## config.mk

```make
export PLATFORM = sky130hd
export DESIGN_NAME = voxel_rmw_scheduler
export DESIGN_NICKNAME = d
export VERILOG_FILES = /design/src/rtl/voxel_rmw_scheduler.sv
export SDC_FILE = /design/constraint.sdc
export NUM_CORES = 1
export LEC_CHECK = 0
export CORE_UTILIZATION = 30
export CTS_BUF_LIST = sky130_fd_sc_hd__clkbuf_2
export DETAILED_ROUTE_END_ITERATION = 10
export PLACE_DENSITY_LB_ADDON = 0.12
export SLEW_MARGIN = 20
export SYNTH_ARGS = -nofsm -noshare
export SYNTH_HDL_FRONTEND = slang
export SYNTH_SLANG_ARGS = --single-unit
```

## constraint.sdc

```tcl
create_clock -name clk -period 6.2 [get_ports clk]
set_input_delay 0.62 -clock clk [delete_from_list [all_inputs] [get_ports clk]]
set_output_delay 0.62 -clock clk [all_outputs]
set_load 0.02 [all_outputs]
```

## src/rtl/voxel_rmw_scheduler.sv

```systemverilog
// voxel_rmw_scheduler: voxel BRAM read-modify-write scheduler with forwarding, two-deep coalescing and clear sweep
module voxel_rmw_scheduler #(
  parameter int ADDR_W  = 15,
  parameter int COORD_W = 10,
  parameter int COUNT_W = 8,
  parameter int SUM_W   = 24
) (
  input  logic                       clk,
  input  logic                       rst_n,
  input  logic                       upd_valid,
  output logic                       upd_ready,
  input  logic [ADDR_W-1:0]          upd_addr,
  input  logic [COORD_W-1:0]         upd_x,
  input  logic [COORD_W-1:0]         upd_y,
  input  logic [COORD_W-1:0]         upd_z,
  input  logic                       frame_clear,
  output logic                       busy,
  output logic                       clear_done,
  output logic [ADDR_W-1:0]          bram_addr,
  output logic                       bram_re,
  input  logic [COUNT_W+3*SUM_W-1:0] bram_rdata,
  output logic                       bram_we,
  output logic [COUNT_W+3*SUM_W-1:0] bram_wdata
);
  localparam int W = COUNT_W + 3*SUM_W;
  typedef enum logic [1:0] {CLEAR, RUN, DRAIN} state_t;
  function automatic logic [SUM_W-1:0] sat(input logic [SUM_W-1:0] a, input logic [COORD_W-1:0] x);
    logic [SUM_W:0] s;
    s = {1'b0, a} + {{(SUM_W+1-COORD_W){1'b0}}, x};
    return s[SUM_W] ? {SUM_W{1'b1}} : s[SUM_W-1:0];
  endfunction
  state_t state_q, state_d;
  logic [ADDR_W-1:0] clr_q, clr_d, s1_addr_q, wr_addr_q;
  logic [COORD_W-1:0] s1_x_q, s1_y_q, s1_z_q;
  logic [W-1:0] s1_acc_q, wr_data_q, base, merged;
  logic [COUNT_W-1:0] cnt;
  logic s1_v_q, s1_co_q, wr_v_q, done_q, run, same, accept, coalesce, s1_write;
  always_comb begin
    run = state_q == RUN;
    same = s1_v_q && upd_addr == s1_addr_q;
    upd_ready = run && !(upd_valid && s1_v_q && !same);
    accept = upd_valid && upd_ready;
    coalesce = accept && same && !s1_co_q;
    s1_write = s1_v_q && !coalesce;
    base = s1_co_q ? s1_acc_q : (wr_v_q && wr_addr_q == s1_addr_q) ? wr_data_q : bram_rdata;
    cnt = base[W-1 -: COUNT_W];
    merged = {(&cnt ? cnt : cnt + COUNT_W'(1)), sat(base[3*SUM_W-1 -: SUM_W], s1_x_q),
              sat(base[2*SUM_W-1 -: SUM_W], s1_y_q), sat(base[SUM_W-1:0], s1_z_q)};
    bram_re = accept && !s1_v_q;
    bram_we = state_q == CLEAR ? rst_n : s1_write;
    bram_addr = state_q == CLEAR ? clr_q : s1_write ? s1_addr_q : upd_addr;
    bram_wdata = s1_write ? merged : '0;
    busy = !run;
    clear_done = done_q;
    clr_d = state_q == CLEAR ? clr_q + ADDR_W'(1) : '0;
    state_d = state_q == CLEAR ? (&clr_q ? RUN : CLEAR) :
              run ? (frame_clear ? DRAIN : RUN) : (s1_v_q ? DRAIN : CLEAR);
  end
  always_ff @(posedge clk or negedge rst_n)
    if (!rst_n) begin
      state_q <= CLEAR;
      clr_q <= '0;
      done_q <= 1'b0;
      s1_v_q <= 1'b0;
      s1_co_q <= 1'b0;
      wr_v_q <= 1'b0;
      s1_addr_q <= '0;
      wr_addr_q <= '0;
      s1_x_q <= '0;
      s1_y_q <= '0;
      s1_z_q <= '0;
      s1_acc_q <= '0;
      wr_data_q <= '0;
    end else begin
      state_q <= state_d;
      clr_q <= clr_d;
      done_q <= state_q == CLEAR && &clr_q;
      s1_v_q <= accept;
      s1_co_q <= coalesce;
      wr_v_q <= s1_write;
      wr_addr_q <= s1_addr_q;
      wr_data_q <= merged;
      if (accept) begin
        s1_addr_q <= upd_addr;
        s1_x_q <= upd_x;
        s1_y_q <= upd_y;
        s1_z_q <= upd_z;
      end
      if (coalesce) s1_acc_q <= merged;
    end
endmodule

```

==> results of run 1 <==
routing by layer:
metal  share of wire, %  track usage, %  vias to the layer above
met2                 44            29.1                      315
met1                 48            27.1                     6044
met4                2.7            7.13                        6
met3                5.0            4.47                       92
met5              0.088               0                        -
li1                   -               -                     6134
state kept, by name, summed over array words and instances (netlist names), 2 cells and up:
| name | flops |
|---|---|
| s1_y_q | 10 |
| state_q | 2 |
| wr_addr_q | 15 |
| s1_addr_q | 15 |
| s1_x_q | 10 |
| wr_data_q | 80 |
| clr_q | 15 |
| s1_acc_q | 80 |
| s1_z_q | 10 |
worst max-delay path by stage:
stage                                    startpoint        endpoint  slack [ns]  cells past startpoint
after floorplan            s1_addr_q[9]$_DFFE_PN0P_  bram_wdata[22]         0.1                     21
after global placement     s1_addr_q[5]$_DFFE_PN0P_  bram_wdata[42]        0.04                     18
after detailed placement  s1_addr_q[14]$_DFFE_PN0P_  bram_wdata[43]       -0.12                     18
after CTS                  s1_addr_q[5]$_DFFE_PN0P_  bram_wdata[20]       -0.02                     20
after global routing       s1_addr_q[8]$_DFFE_PN0P_  bram_wdata[69]       -0.15                     19
final                     s1_addr_q[14]$_DFFE_PN0P_  bram_wdata[20]        0.20                     21
layout make-up:
| cell class | count | area (sq um) |
|---|---|---|
| clock buffer | 103 | 515 |
| timing repair buffer | 333 | 3020 |
| clock inverter | 20 | 133 |
| antenna | 2 | 5.00 |
| multi-input combinational | 1138 | 8080 |
| inverter | 63 | 238 |
| tap | 607 | 759 |
| fill | 4752 | 27700 |
| sequential | 241 | 6040 |
cell families (layout without fill, tap and decap cells):
kind of cell | Yosys count | after routing
DFF | 241 | 241
other | 0 | 2
muxes | 145 | 145
and+or+nand+nor | 473 | 475
AOI/OAI and AO/OA | 392 | 392
adders and majority gates | 35 | 35
xor gates and xnor gates | 91 | 91
buffers and inverters | 156 | 519
stage by stage:
stage	hold WS (ns)	power, mW	std cells	area, sq um	setup WS (ns)
3_3_place_gp	0.451	2.53	2313	17100	0.0370
2_1_floorplan	0.324	2.21	1533	14100	0.0965
3_5_place_dp	0.466	2.53	2313	17100	-0.123
6_report	0.178	3.83	2507	18800	0.197
4_1_cts	0.0721	3.86	2461	18200	-0.0177
5_1_grt	0.103	4.07	2507	18800	-0.153
power by group through the flow:
stage          clock network [mW]  logic [mW]  registers (mW)
2_1_floorplan                   0       0.432            1.77
3_3_place_gp                    0       0.736            1.79
3_5_place_dp                    0       0.738            1.80
4_1_cts                      1.32       0.770            1.77
5_1_grt                      1.40       0.894            1.78
6_report                     1.25       0.810            1.77
timing repair:
action	in CTS	in global routing
hold endpoints to repair	61	0
hold buffers	1	0
setup buffers	22	42
gates cloned	2	2
endpoints found under the setup margin	79	80
gates resized for setup	242	162
pin swaps	22	47
critical path: stages (launching register included):
cell	delay [ns]
dfrtp_2	0.46
xnor2_2	0.20
nand4_1	0.20
nor4_4	0.26
buf_6	0.16
buf_12	0.13
mux2i_1	0.07
o21ai_1	0.16
ha_2	0.21
inv_2	0.04
fa_2	0.40
nor2b_4	0.13
o31a_1	0.18
o21ai_1	0.08
o211ai_1	0.17
a31oi_4	0.17
buf_4	0.17
buf_6	0.13
or3_4	0.36
or3_4	0.41
a31oi_4	0.18
buf_6	0.14
placed cells by master, fill, tap and decap left out, drive strengths merged, types with 61 or more instances in the layout:
master / count
a31oi: 61
o21ai: 109
nor2: 136
mux2i: 87
inv: 64
a21oi: 102
dfrtp: 241
buf: 140
clkbuf: 119
nand2: 185
clkdlybuf4s50: 155
==> reports/results.txt, run 1 <==
The final core area utilization came out at 40.5%. The logs give 42.8% for the sequential-to-total area share from yosys stat and 46.1% for the part of the power in registers. Once the floorplan was initialized, standard cells occupied 30.3% of the core.

The final critical-path share of the clock period is 96.8%. The analysis attributes to cell leakage a power of 8.42 nW. For this run, design rule violations remaining after detail routing come to 0. The die width works out to 219 um. The tools report the total number of vias as 12600. Setup total negative slack on the finished layout was measured at 0 ns. The endpoint class of the critical path was a primary output. Summed over all layers, the routed wires come to 46700 um.

Of the total synthesized cell area, the portion taken by XOR and XNOR cells is 5.82%. The logic depth of the worst register-to-register path was 22; the layout-stage area growth over the synthesis result was 33.4%. Peak ir drop on the vdd network: 0.172 mV. Proportion of synthesized flip-flops having asynchronous set or reset: 100%.

In the synthesized netlist, the cells that appear most often are 241 x dfrtp_1, 183 x nand2_1, 136 x nor2_1. The share of the synthesized area in compound gates (AO/OA/AOI/OAI) works out to 17.4%. For the standard-cell row count, the log shows 79. The switching power was 1.24 mW; the count of input and output buffers was 228. The shortest clock period the worst path allows after layout works out to 6.00 ns. After synthesis, the share of cell area in mux cells is 10.8%.

TritonCTS built the clock tree. Among all flip-flop cells after synthesis, the most frequent one is dfrtp_1. The violation count after the first detailed-routing iteration is 584, and the total internal power is 2.59 mW. The tools report the I/O pin count as 229. The endpoint identified for the worst register-to-register timing path is s1_acc_q[59]$_DFFE_PN0P_. The floorplan step set the die height to 219 um.

Of all nets on the critical path, the largest fanout is 6. The run gives 0 as the count of final max-slew check failures. The synthesized design spends more area on one cell type than any other, namely dfrtp_1. For the synthesis warning total, the log shows 0. The final number of setup-violating endpoints is 0.

The die covers 47800 sq um. The worst setup skew after layout came out at 0.0762 ns. Yosys instantiated no cell more often than dfrtp_1. The number of levels the H-tree was split into is 3, and the wire length of the first global-routing pass is 71700 um. Clock tree synthesis found a total of 241 sinks.

Of the total power, the share spent switching nets is 32.5%. After synthesis, the mean cell area works out to 9.19 sq um. The synthesized area was 14100 sq um; the number of global-route vias before repair was 12600.

In this run, distinct cell masters in the synthesized netlist total 77. After clock tree synthesis, the clock-pin slew on the worst setup and hold paths is 0.10 ns. Summing the areas of all and, or, nand and nor instances in the mapped netlist gives 15.4% of the synthesized area.

The worst hold path belongs to the class input pin to asynchronous set/reset pin. Power spread over the standard cell area amounts to 204 nW/um^2. In the final routed layout, each cell accounts on average for 18.6 um.

Max-cap violations in this run came to 0. The number of iterations in the first detailed-routing pass was 5. The logs give 2013 for the number of nets in the layout and 19.4% for the overall fraction of global-route tracks in use. Sorting the synthesized cells by area gives the leading types as dfrtp_1 43%, mux2i_1 6.2%, nand2_1 4.9%. In this run the tightest slew margin relative to its limit is 39.8%. Area of the core: 46500 sq um. The ratio of cells with drive above 1 in the final layout works out to 24.3%.

The tools report the highest clock frequency the design can meet as 167 MHz. The register-to-register setup slack was 1.65 ns; the clock insertion delay at the later pin of the skew report was 0.96 ns. The endpoint arrival time on the critical path was 5.38 ns. After synthesis the netlist holds a flip-flop and latch count of 241. The worst register-to-register path begins at s1_addr_q[14]$_DFFE_PN0P_. The logs give 0.830 for the final weighted congestion of routability-driven global placement and 0 for the residual overflow from global routing. Dividing the detail-routed via count by the number of cells gives 5.02.

The clock network accounts for 32.7% of the total power. Setup repair after global routing could not meet its margin everywhere. The run gives 5.58 ns as the required time at the worst-slack endpoint. The CTS root buffer is clkbuf_2. The total half-perimeter wirelength after legalization and detailed placement came out at 32000 um. The sort of element at the start of the critical path is a register.

Counting flops with a built-in enable in the synthesized netlist gives 0. Of the total power, combinational logic draws 21.2%. The transition time at the pin with the least slew margin works out to 0.889 ns. The path type of the worst setup path is register to primary output. Summed over its instances, the top area cell type makes up 42.8% of the synthesized netlist area. The adder-cell share of the synthesized area was 3.27%; the net count after synthesis was 1697.

For the maximum count of clock buffers along a single path, the log shows 3. The logs give 72 for the number of clock buffers inserted by TritonCTS and 6 for the initial antenna violation count. The run finished with clean final reports. Entering global routing, the biggest net connects 76 pins. The cell count after synthesis is 1533.

Main combinational cell family by area after synthesis: compound AO/OA/AOI/OAI gates. In this run the remaining antenna-violating nets after routing total 0. Number of hold violations in the final report: 0.
Note: power is estimated with default switching activity, not from simulation.
==> run 2: changes to the inputs <==
--- a/config.mk
+++ b/config.mk
@@ -5,8 +5,9 @@
 export SDC_FILE = /design/constraint.sdc
 export NUM_CORES = 1
 export LEC_CHECK = 0
+export CAP_MARGIN = 10
 export CORE_UTILIZATION = 30
-export CTS_BUF_LIST = sky130_fd_sc_hd__clkbuf_2
+export CTS_BUF_LIST = sky130_fd_sc_hd__clkbuf_8 sky130_fd_sc_hd__clkbuf_16
 export DETAILED_ROUTE_END_ITERATION = 10
 export PLACE_DENSITY_LB_ADDON = 0.12
 export SLEW_MARGIN = 20
==> reports/results.txt, run 2 (synthesis gave the netlist of run 1 again) <==
The switching fraction of total power came out at 27.6% (-4.9 points). The tools report the highest clock frequency the design can meet as 171 MHz (+2.5%). The tools report the portion of total power attributed to combinational logic as 17.1% (-4.1 points). Switching power: 1.22 mW (-1.8%). Counting stages on the worst path, the most repeated cell is buf_12. The wire length of the first global-routing pass came out at 70000 um (-2.3%). The sort of element at the start of the critical path was a register. For the number of iterations in the first detailed-routing pass, the log shows 5 (unchanged). The I/O pin count came out at 229 (unchanged). In the layout the commonest cells are 240 x dfrtp_1, 180 x nand2_1, 166 x clkdlybuf4s50_1. The count of input and output buffers works out to 228 (unchanged). The worst setup path is captured at a primary output. The placed standard-cell area was 17100 sq um (unchanged). The endpoint arrival time on the critical path is 5.24 ns (-0.14 ns), and the number of clock buffers inserted by TritonCTS is 30 (-58%).

The tools report the initial antenna violation count as 4 (-2). The run gives 0 (unchanged) as the antenna violation net count after detailed routing. In the final layout, the registers with the most flip-flops are s1_acc_q x80, wr_data_q x80. The die width was 219 um (unchanged); the layout-stage area growth over the synthesis result was 32.0%.

The detailed-route wire length per cell is 18.8 um (+1.0%). The tools report the number of diodes as 0 (-2). The pin count of the biggest net entering global routing is 76 (unchanged), and the violation count after the first detailed-routing iteration is 726 (+24%). The number of levels the H-tree was split into is 1 (-2), and the total area of sequential cells is 6030 sq um (-0.17%). The path type of the worst setup path is register to primary output. The tools report the clock power share as 43.0% (+10 points). Path type of the worst min-delay path: register to register. The run gives 4681 (-1.5%) as the filler cell count in the final layout. The clock insertion delay at the later pin of the skew report was 0.57 ns (-0.39 ns). Count of final max-slew check failures: 0 (unchanged).

Final critical-path share of the clock period: 94.5% (-2.3 points). The source of the critical timing path is s1_addr_q[12]$_DFFE_PN0P_. The total number of vias is 12000 (-4.4%). The number of nets in the layout came out at 1917 (-4.8%).

The CTS root buffer was clkbuf_16. The peak ir drop on the vdd network was 0.217 mV (+26%). The run gives 241 (unchanged) as the sink count of the clock tree. For the overall fraction of global-route tracks in use, the log shows 18.7% (-0.68 points).

The tools report the sum of negative setup slack as 0 ns (unchanged). The multi-input combinational cell area is 7700 sq um (-4.7%). Leading cell type in the layout, fill and taps excluded: dfrtp_1. The total power density per cell area works out to 238 nW/um^2 (+17%).

The mean number of vias per cell is 5.05 (+0.56%). The run gives 0 (unchanged) as the number of hold violations in the final report. The largest driver fanout on the critical path is 13 (+7). The critical path goes through xnor2_1 -> nand4_1 -> nor4_4 -> buf_4 -> buf_12 -> mux2i_1 -> o21ai_1 -> ha_1 -> inv_1 -> fa_1 -> nor2b_1 -> o31a_1 -> o21ai_0 -> o211ai_1 -> a31oi_4 -> nor3_4 -> buf_12 -> buf_6 -> a31oi_1 -> nor2_1 -> clkdlybuf4s50_1. The run gives 30.3% (unchanged) as the initial core utilization.

The transition time at the pin with the least slew margin came out at 0.866 ns (-0.0230 ns). The post-layout instance area is 18600 sq um (-1.0%). The run finished with clean final reports.

The ratio of cells with drive above 1 in the final layout was 13.2% (-11 points); the die area was 47800 sq um (unchanged). The headroom to the max-slew limit is 40.6% (+0.82 points), and the final number of setup-violating endpoints is 0 (unchanged). The part of the power in registers is 39.9% (-6.2 points), and the vertical die dimension is 219 um (unchanged). The logs give 32000 um (unchanged) for the total half-perimeter wirelength after legalization and detailed placement and 5.58 ns (about the same) for the required time at the worst-slack endpoint. TritonCTS built the clock tree. For the max capacitance violation total, the log shows 0 (unchanged). The worst hold path begins at s1_acc_q[47]$_DFFE_PN0P_.

The DRC violation count after routing is 0 (unchanged). The tools report the worst setup skew after layout as 0.00789 ns (-0.0683 ns). The clock input transition at the sequential cells of the worst setup and hold paths works out to 0.06 ns (-0.04 ns).

Cell type of the slowest stage on the worst timing path: clkdlybuf4s50_1. The total internal power is 3.21 mW (+24%). The standard-cell row count was 79 (unchanged); the post-detailed-routing wire length was 44800 um (-4.0%). The final weighted congestion of routability-driven global placement was 0.830 (unchanged).

The highest cell delay on the worst timing path was 0.61 ns (+0.15 ns); the maximum count of clock buffers along a single path was 3 (unchanged). The tools report the residual overflow from global routing as 0 (unchanged). The area of the core was 46500 sq um (unchanged). The startpoint of the worst register-to-register path was s1_addr_q[12]$_DFFE_PN0P_. The number of global-route vias before repair is 12000 (-4.8%), and the final core area utilization is 40.0% (-0.42 points). The total leakage power came out at 8.68 nW (+3.1%).

For the sum of internal, switching and leakage power, the log shows 4.43 mW (+16%). The shortest clock period the worst path allows after layout came out at 5.86 ns (-0.145 ns).
[run 2: worst paths after layout]
check	to	slack, ns	depth (start not counted)
worst max register to register	s1_acc_q[35]$_DFFE_PN0P_	1.66	19
worst min-delay path	s1_acc_q[47]$_DFFE_PN0P_	0.48	2
max in group asynchronous	wr_addr_q[7]$_DFF_PN0_	4.32	3
worst max-delay path	bram_wdata[7]	0.34	21
min in group asynchronous	wr_data_q[62]$_DFF_PN0_	0.58	2
worst min register to register	s1_acc_q[47]$_DFFE_PN0P_	0.48	2
[run 2: worst max-delay path: cells and delay by family, from the launching register on]
family | cells | cell delay (ns)
buffers and inverters | 6 | 1.31
and+or+nand+nor | 5 | 1.03
AOI/OAI and AO/OA | 6 | 0.95
adders and majority gates | 2 | 0.61
DFF | 1 | 0.43
xor gates and xnor gates | 1 | 0.24
muxes | 1 | 0.08
[run 2: per-layer routing]
| metal | up-vias | global-route usage (%) | wire (um) |
|---|---|---|---|
| met5 | - | 0 | 41 |
| met3 | 60 | 3.12 | 2160 |
| met2 | 256 | 28.9 | 19900 |
| li1 | 5896 | - | - |
| met1 | 5817 | 27.0 | 21800 |
| met4 | 6 | 4.86 | 874 |
[run 2: power groups by stage]
stage / combinational [mW] / sequential, mW / clock [mW]
3_3_place_gp: 0.736 / 1.79 / 0
6_report: 0.756 / 1.77 / 1.91
2_1_floorplan: 0.432 / 1.77 / 0
3_5_place_dp: 0.738 / 1.80 / 0
5_1_grt: 0.840 / 1.78 / 2.03
4_1_cts: 0.752 / 1.77 / 1.97
[run 2: timing repair]
item                                    in CTS  in global routing
setup buffers                                9                  5
gates resized for setup                     44                 84
hold buffers                                 1                  0
pin swaps                                    4                  8
endpoints found under the setup margin      72                 68
endpoints found under the hold margin       12                  0
[run 2: per-stage QoR]
step	setup WS [ns]	instances	hold WS, ns
after floorplan	0.0965	1533	0.324
after global placement	0.0370	2313	0.451
after detailed placement	-0.123	2313	0.466
after CTS	0.00308	2378	0.480
after global routing	-0.00361	2383	0.497
final	0.342	2383	0.477
[run 2: cell type report]
type / instances / area share [%]
multi-input cells: 1136 / 41.4
flip-flops and latches: 241 / 32.4
repair buffers: 281 / 15.0
clock buffers: 33 / 4.32
well taps: 607 / 4.08
clock inverters: 22 / 1.47
inverters: 63 / 1.28
==> run 3: changes to the inputs <==
--- a/config.mk
+++ b/config.mk
@@ -10,6 +10,7 @@
 export CTS_BUF_LIST = sky130_fd_sc_hd__clkbuf_8 sky130_fd_sc_hd__clkbuf_16
 export DETAILED_ROUTE_END_ITERATION = 10
 export PLACE_DENSITY_LB_ADDON = 0.12
+export REMOVE_ABC_BUFFERS = 1
 export SLEW_MARGIN = 20
 export SYNTH_ARGS = -nofsm -noshare
 export SYNTH_HDL_FRONTEND = slang
==> reports/results.txt, run 3 (synthesis gave the netlist of run 1 again) <==
The transition time at the pin with the least slew margin is 0.977 ns (+0.112 ns), and the layout-stage area growth over the synthesis result is 31.3%. The largest driver fanout on the critical path was 13 (unchanged); the number of global-route vias before repair was 12100 (+0.86%). The tools report the met3 routing resource usage after global routing as 2.60% (-0.51 points). Leading cell type in the layout, fill and taps excluded: dfrtp_1. The global-route met2 utilization is 31.4% (+2.5 points). The logs give 0.59 ns (+0.02 ns) for the clock insertion delay at the later pin of the skew report and 0.475 ns (-0.00228 ns) for the worst hold slack.

The pin count of the biggest net entering global routing is 119 (+57%), and the number of levels the H-tree was split into is 1 (unchanged). STA classifies the critical path startpoint as a register. The highest clock frequency the design can meet is 170 MHz (-0.41%), and the total leakage power is 8.91 nW (+2.7%). For the I/O pin count, the log shows 229 (unchanged). The logs give 1.20 mW (-1.8%) for the switching power and 615 (-15%) for the violation count after the first detailed-routing iteration.

The switching fraction of total power was 27.7% (+0.17 points); the number of iterations in the first detailed-routing pass was 5 (unchanged). For the count of final max-slew check failures, the log shows 0 (unchanged). The endpoint class of the critical path was a primary output.

The required time at the worst-slack endpoint came out at 5.58 ns (about the same). The run gives 0 (unchanged) as the final number of setup-violating endpoints. By startpoint and endpoint, the worst setup path is classified as register to primary output. The count of input and output buffers is 228 (unchanged), and the wire length of the first global-routing pass is 70200 um (+0.30%). The run gives 0.0242 ns (+0.0163 ns) as the worst setup skew after layout.

The logs give 241 (unchanged) for the sink count of the clock tree and 5.26 ns (+0.02 ns) for the endpoint arrival time on the critical path. The critical path goes through xnor2_2 -> nand4_1 -> nor4_4 -> buf_4 -> buf_6 -> mux2i_1 -> o21ai_0 -> ha_1 -> or3_1 -> or2_2 -> o221ai_2 -> a21boi_2 -> nand4_1 -> nor3b_4 -> buf_4 -> buf_4 -> buf_4 -> and4bb_2 -> a211oi_2 -> clkbuf_2. The largest registers in the layout are s1_acc_q x80, wr_data_q x80. The logs give 3.12 mW (-2.6%) for the total internal power and 47800 sq um (unchanged) for the die area. The tools report the standard-cell row count as 79 (unchanged). In the layout the commonest cells are 240 x dfrtp_1, 181 x nand2_1, 156 x clkdlybuf4s50_1.

The initial core utilization came out at 30.3% (unchanged). The logs give 0 (unchanged) for the DRC violation count after routing and 17.1% (about the same) for the portion of total power attributed to combinational logic. The tools report the number of diodes as 0 (unchanged). In this design, the largest share of critical-path delay is due to simple AND/OR/NAND/NOR gates. The ratio of cells with drive above 1 in the final layout works out to 12.3% (-0.85 points). The peak ir drop on the vdd network was 0.190 mV (-12%). The run gives 31 (+3.3%) as the number of clock buffers inserted by TritonCTS. The vertical die dimension is 219 um (unchanged). The logs give 46500 sq um (unchanged) for the area of the core and 12100 (+0.60%) for the total number of vias. The final core area utilization was 39.8% (-0.20 points); the filler cell count in the final layout was 4695 (+0.30%). The mean number of vias per cell came out at 5.10 (+0.89%). The tools report the post-detailed-routing wire length as 45000 um (+0.41%).

The tools report the headroom to the max-slew limit as 34.0% (-6.6 points). The run finished with clean final reports. Final weighted congestion of routability-driven global placement: 0.828 (-0.23%). The logs give 25.4% (-1.6 points) for the global-route met1 utilization and 0 (unchanged) for the number of hold violations in the final report.

Path type of the worst min-delay path: register to register. TritonCTS built the clock tree. The overall fraction of global-route tracks in use was 18.8% (+0.061 points). The total area of sequential cells was 6030 sq um (unchanged). The total half-perimeter wirelength after legalization and detailed placement was 31400 um (-1.9%); the maximum count of clock buffers along a single path was 3 (unchanged). The highest cell delay on the worst timing path works out to 0.45 ns (-0.16 ns). The die width was 219 um (unchanged); the final critical-path share of the clock period was 94.9% (+0.39 points). Clock power share: 42.0% (-1.0 points). Part of the power in registers: 40.8% (+0.9 points). The number of nets in the layout was 1912 (-0.26%); the cell count after placement was 2311 (-0.086%).

The residual overflow from global routing was 0 (unchanged). The count of non-filler cells in the finished layout is 2376 (-0.29%), and the shortest clock period the worst path allows after layout is 5.88 ns (+0.0240 ns). The detailed-route wire length per cell was 19.0 um (+0.70%). The buffer and inverter count on the worst path is 6 (unchanged). The CTS root buffer is clkbuf_16. The sum of negative setup slack came out at 0 ns (unchanged). The largest individual stage delay along the critical path comes from the cell dfrtp_1. The global routing stage identified its most utilized layer as met2. The clock input transition at the sequential cells of the worst setup and hold paths was 0.06 ns (about the same); the total power density per cell area was 234 nW/um^2 (-1.9%).

The multi-input combinational cell area came out at 7660 sq um (-0.50%). The tools report the initial antenna violation count as 0 (-4). The run gives 0 (unchanged) as the max capacitance violation total. The cell type with the highest occurrence count on the critical path was buf_4. Antenna violation net count after detailed routing: 0 (unchanged).
==> run 3: what timing repair did <==
action / CTS / global route
endpoints found under the setup margin: 69 / 72
resized for setup: 31 / 94
buffers inserted: 3 / 6
hold buffers: 1 / 0
endpoints found under the hold margin: 1 / 0
pin swaps: 3 / 5
gates cloned: 0 / 1
==> run 3: per-stage QoR <==
step	power [mW]	cell area, sq um	worst slack [ns]
after global placement	2.52	17100	0.330
after CTS	4.39	18200	-0.0235
after floorplan	2.20	13700	-6.48
after detailed placement	2.52	17100	0.238
after global routing	4.55	18500	-0.0105
final	4.32	18500	0.318
==> run 3: final timing paths <==
path,end,depth (start not counted),startpoint,slack (ns)
worst max-delay path,bram_wdata[46],20,s1_addr_q[4]$_DFFE_PN0P_,0.32
worst min-delay path,s1_acc_q[70]$_DFFE_PN0P_,2,s1_acc_q[70]$_DFFE_PN0P_,0.48
worst max register to register,s1_acc_q[20]$_DFFE_PN0P_,18,s1_addr_q[4]$_DFFE_PN0P_,1.66
worst min register to register,s1_acc_q[70]$_DFFE_PN0P_,2,s1_acc_q[70]$_DFFE_PN0P_,0.48
max in group asynchronous,s1_co_q$_DFF_PN0_,4,rst_n,3.58
min in group asynchronous,wr_data_q[48]$_DFF_PN0_,2,rst_n,0.60
==> run 3: layout make-up <==
type	instances	area share [%]
sequential	241	32.6
multi-input combinational	1137	41.4
inverter	63	1.28
clock buffer	41	4.94
clock inverter	13	0.636
tap	607	4.10
timing repair buffer	274	15.0
==> run 3: power by group through the flow <==
stage	sequential, mW	combinational (mW)	clock [mW]
floorplan	1.77	0.427	0
global placement	1.79	0.731	0
detailed placement	1.79	0.731	0
CTS	1.76	0.740	1.88
global route	1.78	0.824	1.94
finish	1.77	0.741	1.82
==> run 3: metal layers <==
layer,wire (um),part of all wire (%)
met1,20700,46
met2,21400,47
met3,2020,4.5
met4,948,2.1
met5,0,0
==> run 3: worst register-to-register path, cell delays in order, from the launching register on <==
cell and delay, ns:
dfrtp_1 0.45, xnor2_2 0.21, nand4_1 0.20, nor4_4 0.34, buf_4 0.22, buf_16 0.22, mux2i_1 0.14, o21ai_0 0.17
ha_1 0.20, inv_1 0.05, fa_1 0.39, nor2b_1 0.19, o31a_1 0.19, o21ai_0 0.09, o211ai_1 0.14, a31oi_1 0.20
or3_1 0.42, or3_1 0.41, a41oi_1 0.22
